## src/rtl/alfa_sequenciador.sv

```systemverilog
// Note-sequence controller for the Alfa_desc decoder: plays a programmable table of
// {tom, notas, duration} entries, one-shot or looping, with abort and live table writes.
module alfa_sequenciador #(
    parameter int DEPTH    = 16,
    parameter int DUR_W    = 8,
    parameter int PRESCALE = 1000,
    localparam int ADDR_W  = $clog2(DEPTH)
) (
    input  logic              clk,
    input  logic              rst_n,
    input  logic              wr_en,
    input  logic [ADDR_W-1:0] wr_addr,
    input  logic              wr_tom,
    input  logic [2:0]        wr_notas,
    input  logic [DUR_W-1:0]  wr_dur,
    input  logic [ADDR_W:0]   seq_len,
    input  logic              start,
    input  logic              stop,
    input  logic              loop,
    output logic              tom,
    output logic              notas1,
    output logic              notas2,
    output logic              notas3,
    output logic              note_vld,
    output logic [ADDR_W-1:0] step,
    output logic              busy,
    output logic              done
);

    localparam int                PCNT_W   = (PRESCALE > 1) ? $clog2(PRESCALE) : 1;
    localparam logic [PCNT_W-1:0] PRELOAD  = PCNT_W'(PRESCALE - 1);
    localparam logic [PCNT_W-1:0] PCNT_ONE = PCNT_W'(1);
    localparam logic [DUR_W-1:0]  DUR_ONE  = DUR_W'(1);
    localparam logic [ADDR_W-1:0] PTR_ONE  = ADDR_W'(1);
    localparam logic [ADDR_W:0]   LEN_ONE  = (ADDR_W+1)'(1);
    localparam logic [ADDR_W:0]   DEPTH_L  = (ADDR_W+1)'(DEPTH);

    typedef enum logic [1:0] {IDLE, FETCH, PLAY, FINISH} state_e;

    state_e              state_q, state_d;
    logic [ADDR_W-1:0]   ptr_q,   ptr_d;
    logic [ADDR_W:0]     len_q,   len_d;
    logic [DUR_W-1:0]    dcnt_q,  dcnt_d;
    logic [PCNT_W-1:0]   pcnt_q,  pcnt_d;
    logic [3:0]          note_q,  note_d;
    logic                vld_q,   vld_d;
    logic [ADDR_W-1:0]   step_q,  step_d;
    logic                done_q,  done_d;

    logic [DUR_W+3:0]    mem_q [DEPTH];
    logic [DUR_W+3:0]    entry;
    logic [DUR_W-1:0]    entry_dur;
    logic                last_entry;

    // Table has no reset: contents are undefined until the host writes them.
    always_ff @(posedge clk) begin
        if (wr_en) begin
            mem_q[wr_addr] <= {wr_tom, wr_notas, wr_dur};
        end
    end

    assign entry      = mem_q[ptr_q];
    assign entry_dur  = entry[DUR_W-1:0];
    assign last_entry = ({1'b0, ptr_q} == (len_q - LEN_ONE));

    always_ff @(posedge clk or negedge rst_n) begin
        if (!rst_n) begin
            state_q <= IDLE;
            ptr_q   <= '0;
            len_q   <= '0;
            dcnt_q  <= '0;
            pcnt_q  <= '0;
            note_q  <= '0;
            vld_q   <= 1'b0;
            step_q  <= '0;
            done_q  <= 1'b0;
        end else begin
            state_q <= state_d;
            ptr_q   <= ptr_d;
            len_q   <= len_d;
            dcnt_q  <= dcnt_d;
            pcnt_q  <= pcnt_d;
            note_q  <= note_d;
            vld_q   <= vld_d;
            step_q  <= step_d;
            done_q  <= done_d;
        end
    end

    always_comb begin
        state_d = state_q;
        ptr_d   = ptr_q;
        len_d   = len_q;
        dcnt_d  = dcnt_q;
        pcnt_d  = pcnt_q;
        note_d  = note_q;
        vld_d   = vld_q;
        step_d  = step_q;
        done_d  = 1'b0;
        if (stop) begin
            state_d = IDLE;
            note_d  = '0;
            vld_d   = 1'b0;
            step_d  = '0;
        end else begin
            case (state_q)
                IDLE: begin
                    if (start && (seq_len != '0)) begin
                        state_d = FETCH;
                        ptr_d   = '0;
                        len_d   = (seq_len > DEPTH_L) ? DEPTH_L : seq_len;
                    end
                end
                FETCH: begin
                    note_d  = entry[DUR_W+3:DUR_W];
                    step_d  = ptr_q;
                    vld_d   = 1'b1;
                    dcnt_d  = (entry_dur == '0) ? DUR_ONE : entry_dur;
                    pcnt_d  = PRELOAD;
                    state_d = PLAY;
                end
                PLAY: begin
                    // One tick = PRESCALE cycles; the note ends on the last cycle of its last tick.
                    if (pcnt_q != '0) begin
                        pcnt_d = pcnt_q - PCNT_ONE;
                    end else if (dcnt_q > DUR_ONE) begin
                        dcnt_d = dcnt_q - DUR_ONE;
                        pcnt_d = PRELOAD;
                    end else begin
                        dcnt_d = '0;
                        if (!last_entry) begin
                            ptr_d   = ptr_q + PTR_ONE;
                            state_d = FETCH;
                        end else if (loop) begin
                            ptr_d   = '0;
                            state_d = FETCH;
                        end else begin
                            state_d = FINISH;
                        end
                    end
                end
                FINISH: begin
                    done_d  = 1'b1;
                    note_d  = '0;
                    vld_d   = 1'b0;
                    step_d  = '0;
                    state_d = IDLE;
                end
                default: state_d = IDLE;
            endcase
        end
    end

    assign {tom, notas1, notas2, notas3} = note_q;
    assign note_vld = vld_q;
    assign step     = step_q;
    assign busy     = (state_q != IDLE);
    assign done     = done_q;

endmodule

```

## config.mk

```make
export PLATFORM = sky130hd
export DESIGN_NAME = alfa_sequenciador
export DESIGN_NICKNAME = d
export VERILOG_FILES = /design/src/rtl/alfa_sequenciador.sv
export SDC_FILE = /design/constraint.sdc
export NUM_CORES = 1
export LEC_CHECK = 0
export CAP_MARGIN = 20
export CORE_MARGIN = 2
export CORE_UTILIZATION = 65
export DETAILED_ROUTE_END_ITERATION = 8
export GPL_ROUTABILITY_DRIVEN = 0
export PLACE_DENSITY = 0.94
export RECOVER_POWER = 100
export SLEW_MARGIN = 20
export SYNTH_ARGS = -nofsm -noshare
export SYNTH_HDL_FRONTEND = slang
export SYNTH_SLANG_ARGS = --single-unit
```

## constraint.sdc

```tcl
create_clock -name clk -period 6.4 [get_ports clk]
set_input_delay 1.28 -clock clk [delete_from_list [all_inputs] [get_ports clk]]
set_output_delay 1.28 -clock clk [all_outputs]
set_load 0.05 [all_outputs]
```

==> metrics <==
FF-to-FF End=dcnt_q[0]; highest-count cells in the layout ignoring fill and taps=192 x edfxtp_1, 49 x mux4_2, 39 x nor2_1, 38 x dfrtp_1, 28 x nand2_1; status=complete, but fails checks; startpoint of the worst register-to-register path=ptr_q[0]; nets@finish=646; most common cell after layout, fill and taps aside=edfxtp_1; min Tclk post-route=4.071 ns; worst r2r path cells=6; power density cells=356.2 nW/um^2; Finished Cell Area=~11000 sq um; share of cells above drive strength 1=14.08%; Worst-Margin Slew=between 2 and 2.5 ns; routed vias=5587; post-synth top area share=~60%; placeable core region=approximately 14000 sq um; sequential area share after synthesis=between 70% and 80%; kind of critical path=in2reg; n_diodes=0; Fin. Hold Viols=0; Cell variety after synth=52; hold slack=0.4810 ns; first-pass GRT wire length=around 33000 um; worst slack at placement=2.750 ns; max-cap violations=5; initial antenna violation count=0; drt first pass iters=5; Vias/cell=between 6 and 7; Final WS setup=approximately 2.3 ns; failing checks=max-capacitance violations, max-slew violations; CP endpoint=mem_q[0][10]; Ports=38; Netlist Area Pre-Place=9528 sq um; crit end category=register; starting density of the core=66.06%; Synth warnings=0; Multi-input gate area=2621 sq um; port bufs=37; placed cell areas=~10000 sq um; Mapped Nets=603; #FFs+latches synth=231; post_cts resized=0; critical path required time=6.50 ns; GRT Util Overall=28.17%; fillers=792; area delta synth->final=12.38%; largest net degree at the start of global routing=54; H-tree levels=1; Remaining DRCs=0; Critical Path Max Stage Delay=1.75 ns; critical path cell sequence=dlygate4sd3_1 -> or3b_2 -> nor3_1; number of flops mapped to enable cells by yosys=192; clock root buffer=clkbuf_16; maximum clock frequency=245.7 MHz; top cell type by total area after synthesis=edfxtp_1; later-pin clock latency in the skew report=roughly 0.53 ns; Worst Skew=0.01624 ns; Post-CTS Hold Fix Bufs=0; Rows=44; CTS tree=done; Worst-path clk slew=0.06 ns; Relative slew margins=-65.50%; fin crit share=63.61%; HPWL Detailed=12460 um; hold crit path type=reg2reg; clk buf depth=3; Worst Setup SP=wr_en; Die X=125.1 um; critical path arrival=4.17 ns; setup TNS=0 ns; post-CTS setup-driven buffer insertion count=0; cts bufs inserted=23; Pins Over Slew Limit=slightly above 80; slowest CP cell=nor3_1; leak pwr=3.536 nW; reg-to-reg setup timing slack=between 2 and 3 ns; Syn Area/Cell=16.83 sq um; vias in the first global route=between 5k and 6k; Area contributors post-synth=edfxtp_1 61%, mux4_2 12%, dfrtp_1 10%, nor2_1 1.5%, ha_1 1.3%; WL final=21600 um; Async SR Flop Fraction=16.88%; Antenna Nets Post-Route=0; die area=about 16000 sq um; critical path launch point type=input pin; WL per Instance=26.70 um; Cells on Worst Hold Path=2; grt ovf=0; Die H=~130 um; cells after synthesis=566; Max VDD drop=0.0002648 V; RSZ-0062 raised after global routing=false; Synth Flop Type=edfxtp_1; initial DRC count=678; Register Area=6743 sq um; Worst Path Max Fanout=12; Final Setup Violations=0; clk sinks=231
==> layer usage <==
metal	vias to the layer above	GRT usage, %	routed length (um)
met5	-	0	0
met4	0	7.320	545
met2	385	48.72	11320
li1	2340	-	-
met1	2806	38.13	7649
met3	56	4.664	2084
==> registers in the layout, summed over array words and instances (netlist names) <==
| register | flops |
|---|---|
| dcnt_q | 8 |
| done | 1 |
| len_q | 5 |
| mem_q | 192 |
| note_q | 4 |
| note_vld | 1 |
| pcnt_q | 10 |
| ptr_q | 4 |
| state_q | 2 |
| step | 4 |
==> how the worst min path moves through the flow <==
stage	startpoint	slack, ns	end
6_report	dcnt_q[5]	0.48	dcnt_q[5]
5_1_grt	pcnt_q[9]	0.51	pcnt_q[9]
4_1_cts	pcnt_q[7]	0.48	pcnt_q[7]
3_5_place_dp	dcnt_q[5]	0.48	dcnt_q[5]
3_3_place_gp	pcnt_q[9]	0.46	pcnt_q[9]
2_1_floorplan	pcnt_q[9]	0.44	pcnt_q[9]
==> Yosys cell counts (all sizes together) (6+ instances only) <==
cell and count:
dfrtp 39, nor2 39, mux4 49, edfxtp 192, a21oi 21, nand3b 7
clkbuf 10, o21ai 31, nand3 6, nand2 28, nor3 20, a22oi 9
ha 10, inv 13, nand2b 8, buf 13, mux2i 11
==> per-stage QoR <==
step                      util [%]  instances  power, mW
after floorplan                  -        566      2.401
after global placement       69.81        766      2.556
after detailed placement     69.81        766      2.611
after CTS                    74.43        807      3.823
after global routing         74.24        809      3.958
final                        74.24        809      3.814
==> where the power goes <==
part	total (mW)	switching, mW	leakage (nW)	internal, mW
combinational	0.759	0.423	0.991	0.335
sequential	1.84	0.116	2.22	1.72
clock	1.22	0.553	0.329	0.665
==> critical path, delay by kind of cell <==
kind          cells  cell delay (ns)
buf+inv           1             0.61
simple gates      2             2.28
==> area by class of cell <==
cell class / count / share of cell area [%]
sequential: 231 / 62.97
multi-input combinational: 299 / 24.48
clock buffer: 29 / 5.585
timing repair buffer: 41 / 3.727
tap: 184 / 2.150
clock inverter: 12 / 0.6310
inverter: 13 / 0.4557
==> cells by family after synthesis <==
logic type,count (synthesis),synth area share (%)
AO/OA/AOI/OAI,87,5.857
XOR/XNOR,6,0.5515
adder cells (fa/ha/maj),10,1.313
buffers and inverters,36,1.497
flip-flops,231,70.76
multiplexers,63,13.09
AND/OR/NAND/NOR,133,6.934
Power figures use the tool's default switching activity.
